<file path="src/rtl/clock_rate_controller.sv">
// Programmable tick/square-wave timebase; tick registered, first tick div_active cycles after run is sampled.
// Divisor updates via valid/ready: ready drops while a new divisor waits for the next period boundary.
module clock_rate_controller #(
  parameter int                   CNT_WIDTH   = 27,
  parameter logic [CNT_WIDTH-1:0] DEFAULT_DIV = CNT_WIDTH'(50_000_000)
) (
  input  logic                 clk_in,
  input  logic                 reset,
  input  logic                 run,
  input  logic                 cfg_valid,
  input  logic [CNT_WIDTH-1:0] cfg_div,
  output logic                 cfg_ready,
  output logic                 cfg_err,
  output logic                 tick,
  output logic                 square_out,
  output logic                 running
);

  typedef enum logic [1:0] {IDLE, RUN, PEND} state_t;

  state_t               state_q, state_d;
  logic [CNT_WIDTH-1:0] counter_q, counter_d;
  logic [CNT_WIDTH-1:0] div_active_q, div_active_d;
  logic [CNT_WIDTH-1:0] pend_div_q, pend_div_d;
  logic                 tick_q, tick_d;
  logic                 square_q, square_d;
  logic                 cfg_ready_q, cfg_ready_d;
  logic                 cfg_err_q, cfg_err_d;
  logic                 running_q, running_d;

  logic xfer;
  logic legal;
  logic wrap;

  assign xfer  = cfg_valid && cfg_ready_q;
  assign legal = (cfg_div >= CNT_WIDTH'(2));
  assign wrap  = (counter_q == (div_active_q - CNT_WIDTH'(1)));

  always_comb begin
    state_d      = state_q;
    counter_d    = counter_q;
    div_active_d = div_active_q;
    pend_div_d   = pend_div_q;
    tick_d       = 1'b0;
    square_d     = square_q;
    cfg_err_d    = xfer && !legal;

    unique case (state_q)
      IDLE: begin
        counter_d = '0;
        if (xfer && legal) div_active_d = cfg_div;
        if (run) state_d = RUN;
      end
      RUN: begin
        if (!run) begin
          // Stopping takes priority over a coincident wrap: no tick on the stop edge.
          state_d   = IDLE;
          counter_d = '0;
          if (xfer && legal) div_active_d = cfg_div;
        end else begin
          if (wrap) begin
            counter_d = '0;
            tick_d    = 1'b1;
            square_d  = ~square_q;
          end else begin
            counter_d = counter_q + CNT_WIDTH'(1);
          end
          if (xfer && legal) begin
            pend_div_d = cfg_div;
            state_d    = PEND;
          end
        end
      end
      PEND: begin
        if (!run) begin
          state_d      = IDLE;
          counter_d    = '0;
          div_active_d = pend_div_q;
        end else if (wrap) begin
          counter_d    = '0;
          tick_d       = 1'b1;
          square_d     = ~square_q;
          div_active_d = pend_div_q;
          state_d      = RUN;
        end else begin
          counter_d = counter_q + CNT_WIDTH'(1);
        end
      end
      default: begin
        state_d   = IDLE;
        counter_d = '0;
      end
    endcase

    cfg_ready_d = (state_d != PEND);
    running_d   = (state_d != IDLE);
  end

  always_ff @(posedge clk_in or posedge reset) begin
    if (reset) begin
      state_q      <= IDLE;
      counter_q    <= '0;
      div_active_q <= DEFAULT_DIV;
      pend_div_q   <= '0;
      tick_q       <= 1'b0;
      square_q     <= 1'b0;
      cfg_ready_q  <= 1'b1;
      cfg_err_q    <= 1'b0;
      running_q    <= 1'b0;
    end else begin
      state_q      <= state_d;
      counter_q    <= counter_d;
      div_active_q <= div_active_d;
      pend_div_q   <= pend_div_d;
      tick_q       <= tick_d;
      square_q     <= square_d;
      cfg_ready_q  <= cfg_ready_d;
      cfg_err_q    <= cfg_err_d;
      running_q    <= running_d;
    end
  end

  assign cfg_ready  = cfg_ready_q;
  assign cfg_err    = cfg_err_q;
  assign tick       = tick_q;
  assign square_out = square_q;
  assign running    = running_q;

endmodule

</file>
<file path="config.mk">
export PLATFORM = sky130hd
export DESIGN_NAME = clock_rate_controller
export DESIGN_NICKNAME = d
export VERILOG_FILES = /design/src/rtl/clock_rate_controller.sv
export SDC_FILE = /design/constraint.sdc
export NUM_CORES = 1
export LEC_CHECK = 0
export ABC_CLOCK_PERIOD_IN_PS = 4250
export CAP_MARGIN = 30
export CORE_MARGIN = 2
export CORE_UTILIZATION = 50
export CTS_CLUSTER_SIZE = 28
export DETAILED_ROUTE_END_ITERATION = 8
export PLACE_DENSITY_LB_ADDON = 0.1
export SLEW_MARGIN = 0
export SYNTH_ARGS = -nofsm -noshare
export SYNTH_HDL_FRONTEND = slang
export SYNTH_SLANG_ARGS = --single-unit
</file>
<file path="constraint.sdc">
create_clock -name clk_in -period 4.25 [get_ports clk_in]
set_clock_uncertainty 0.05 [all_clocks]
set_input_delay 0.425 -clock clk_in [delete_from_list [all_inputs] [get_ports clk_in]]
set_output_delay 0.425 -clock clk_in [all_outputs]
set_load 0.02 [all_outputs]
</file>
==> out/metrics.csv <==
metric,value,unit
ios,36,
drive_gt1_share,19.4,%
routed_via_density,5.60,
slew_headroom,54.2,%
rows,36,
clk_root_buffer_cell,clkbuf_8,
grt_pass1_wl,18300,um
wirelength,10800,um
synthCells,468,
tightest_slew,0.687,ns
antenna_found_initial,0,
stdcell_count,643,
status,finished clean,
cap_viol_max_count,0,
maxSlewViolCount,0,
die_x,105,um
cp-start-kind,flop,
die_area,10900,um2
yosysWarnings,0,
htree_levels,3,
start_util,51.5,%
syn-num-nets,505,
final_nets,542,
wl_per_cell,16.8,um
routabilityCongestion,0.845,
cp_slowest_cell,nor4_4,
cts_tree,done,
synthTopCellsByArea,"dfrtp_1, mux2_2, dfstp_2",
worstPathRequired,4.45,ns
grt_max_degree,55,
synth-seq-cells,88,
synth_common_cells,"dfrtp_1, mux2_2, nor2_1",
crit_fanout,27,
rsz0062_at_grt,false,
drt_iter0_drc,146,
crit_path_max_incr_delay,0.59,ns
die_y,105,um
yosysTopAreaCellShare,37.1,%
worstPathArrival,4.02,ns
crit_buf_inv,1,
num_vias,3600,
drtPass1Iterations,4,
clk_latency,0.37,ns
ant_nets,0,
hold_viol,0,
critPathTopFamily,simple AND/OR/NAND/NOR gates,
design.core.area,9820,um2
critPathKind,flop to flop,
clock-sinks,88,
clk_pin_slew,0.09,ns
period_share,89.9,%
endpoint_kind,flop,
syn_avg_cell_area,10.8,um2
grt_pass1_vias,3506,
synth_flop_cell,dfrtp_1,
crit_chain,nor4_4 > nand4_2 > or3_1 > o31a_1 > nor4_2 > nand4_1 > a31oi_4 > buf_4 > mux2_1,
finalSetupViolations,0,
drc_errors,0,
numCtsBuffers,9,
post-route-min-period,3.82,ns
hpwl,7790,um
io_buffers,35,
async_flop_share,100,%
peakVddDrop,340,uV
cts_buffer_depth,2,
antenna_cells,0,
clock.fmax,262,MHz
hold_class,primary input to asynchronous set/reset pin,
synth.most_common_cell,dfrtp_1,
synth_edf_count,0,
grt-ovfl-total,0,
ys_types,52,
cts_hold_buf,0,
fin_setup_tns,0,ns
yosysSeqAreaShare,43.9,%
dp_cells,627,
syn2layout_area_growth,14.8,%
p_per_area,595,nW/um2
grt_use_total,21.2,%
synthesis.area,5060,um2
yosys.area.top_type,dfrtp_1,
power.leakage,2.26,nW
[timing repair]
action	in CTS	in global routing
endpoints found under the setup margin	0	1
buffers inserted	0	0
gates resized for setup	0	1
[cells in the final DEF, fill, tap and decap left out, types with 4 or more instances in the layout]
master	synthesis	final
and4_1	4	4
nand4_1	10	10
mux2_1	22	22
nand2_1	27	27
nor3_1	9	9
nor2_1	42	41
a21oi_1	5	5
nand2b_1	4	4
and3_1	8	8
mux2i_1	15	15
o31ai_1	5	5
o21ai_0	9	9
nor4_1	14	14
clkbuf_8	0	10
mux2_2	51	51
xnor2_1	34	34
xor2_1	23	23
inv_1	13	12
dfrtp_1	75	75
or3_1	5	5
buf_4	0	7
ha_1	6	6
a31oi_1	4	4
nor2b_1	5	5
or4_1	6	6
dfstp_2	13	13
nand3_1	8	8
clkdlybuf4s50_1	0	35
[metrics by stage]
step | utilization, % | worst slack, ns | hold slack [ns] | power, mW | cell area [um2]
4_1_cts | 59.1 | 0.407 | 0.392 | 3.48 | 5800
5_1_grt | 59.1 | 0.189 | 0.425 | 3.70 | 5810
6_report | 59.1 | 0.430 | 0.371 | 3.46 | 5810
3_5_place_dp | 56.6 | 0.432 | 0.415 | 2.77 | 5560
3_3_place_gp | 56.6 | 0.532 | 0.406 | 2.73 | 5560
2_1_floorplan | - | 0.853 | 0.425 | 2.43 | 5060
[flip-flops by register name (all words and copies together), names as in the netlist]
signal,flops
counter_q,27
tick,1
square_out,1
div_active_q,27
running,1
cfg_err,1
state_q,2
pend_div_q,27
cfg_ready,1
[power by group]
group	internal (mW)	leakage (nW)	total [mW]	switching (mW)
Combinational	0.654	1.05	1.26	0.610
Clock	0.407	0.124	0.708	0.301
Sequential	1.18	1.09	1.48	0.307
Total	2.24	2.26	3.46	1.22
[kinds of logic (layout without fill, tap and decap cells)]
| group | Yosys count | count (layout) | share of synthesized area, % |
|---|---|---|---|
| AOI/OAI and AO/OA | 41 | 41 | 5.84 |
| xor gates and xnor gates | 57 | 57 | 9.87 |
| adders and majority gates | 6 | 6 | 1.48 |
| buffers and inverters | 29 | 71 | 2.45 |
| DFF | 88 | 88 | 43.9 |
| muxes | 88 | 88 | 19.2 |
| and+or+nand+nor | 159 | 159 | 17.3 |
[per-layer routing]
layer | vias to the layer above | wire length [um] | global-route usage [%]
met4 | 0 | 273 | 8.86
met5 | - | 0 | 0
li1 | 1756 | - | -
met2 | 57 | 5070 | 33.4
met1 | 1771 | 5140 | 29.2
met3 | 16 | 312 | 3.18
[worst register-to-register path: cells and delay by family, from the launching register on]
family	cells	cell delay [ns]
AND/OR/NAND/NOR	5	1.87
AO/OA/AOI/OAI	2	0.54
flip-flops	1	0.49
buffers and inverters	1	0.38
multiplexers	1	0.38
[area by class of cell]
type | instances | area, um2
Clock buffer | 11 | 141
Tap cell | 133 | 166
Timing Repair Buffer | 42 | 403
Clock inverter | 5 | 104
Multi-Input combinational cell | 351 | 2720
Inverter | 13 | 50.0
Sequential cell | 88 | 2220
Fill cell | 870 | 4010
[path summary, 6_finish.rpt]
| path | slack (ns) | start | to | cells past startpoint |
|---|---|---|---|---|
| setup / recovery | 0.43 | div_active_q[2]$_DFFE_PP0P_ | div_active_q[18]$_DFFE_PP0P_ | 9 |
| hold / removal | 0.37 | reset | pend_div_q[22]$_DFFE_PP0P_ | 2 |
| setup reg to reg | 0.43 | div_active_q[2]$_DFFE_PP0P_ | div_active_q[18]$_DFFE_PP0P_ | 9 |
| hold reg to reg | 0.42 | square_out$_DFFE_PP0P_ | square_out$_DFFE_PP0P_ | 1 |
| max in group asynchronous | 2.67 | reset | counter_q[20]$_DFF_PP0_ | 3 |
| min in group clk_in | 0.42 | square_out$_DFFE_PP0P_ | square_out$_DFFE_PP0P_ | 1 |
Power figures use the tool's default switching activity.
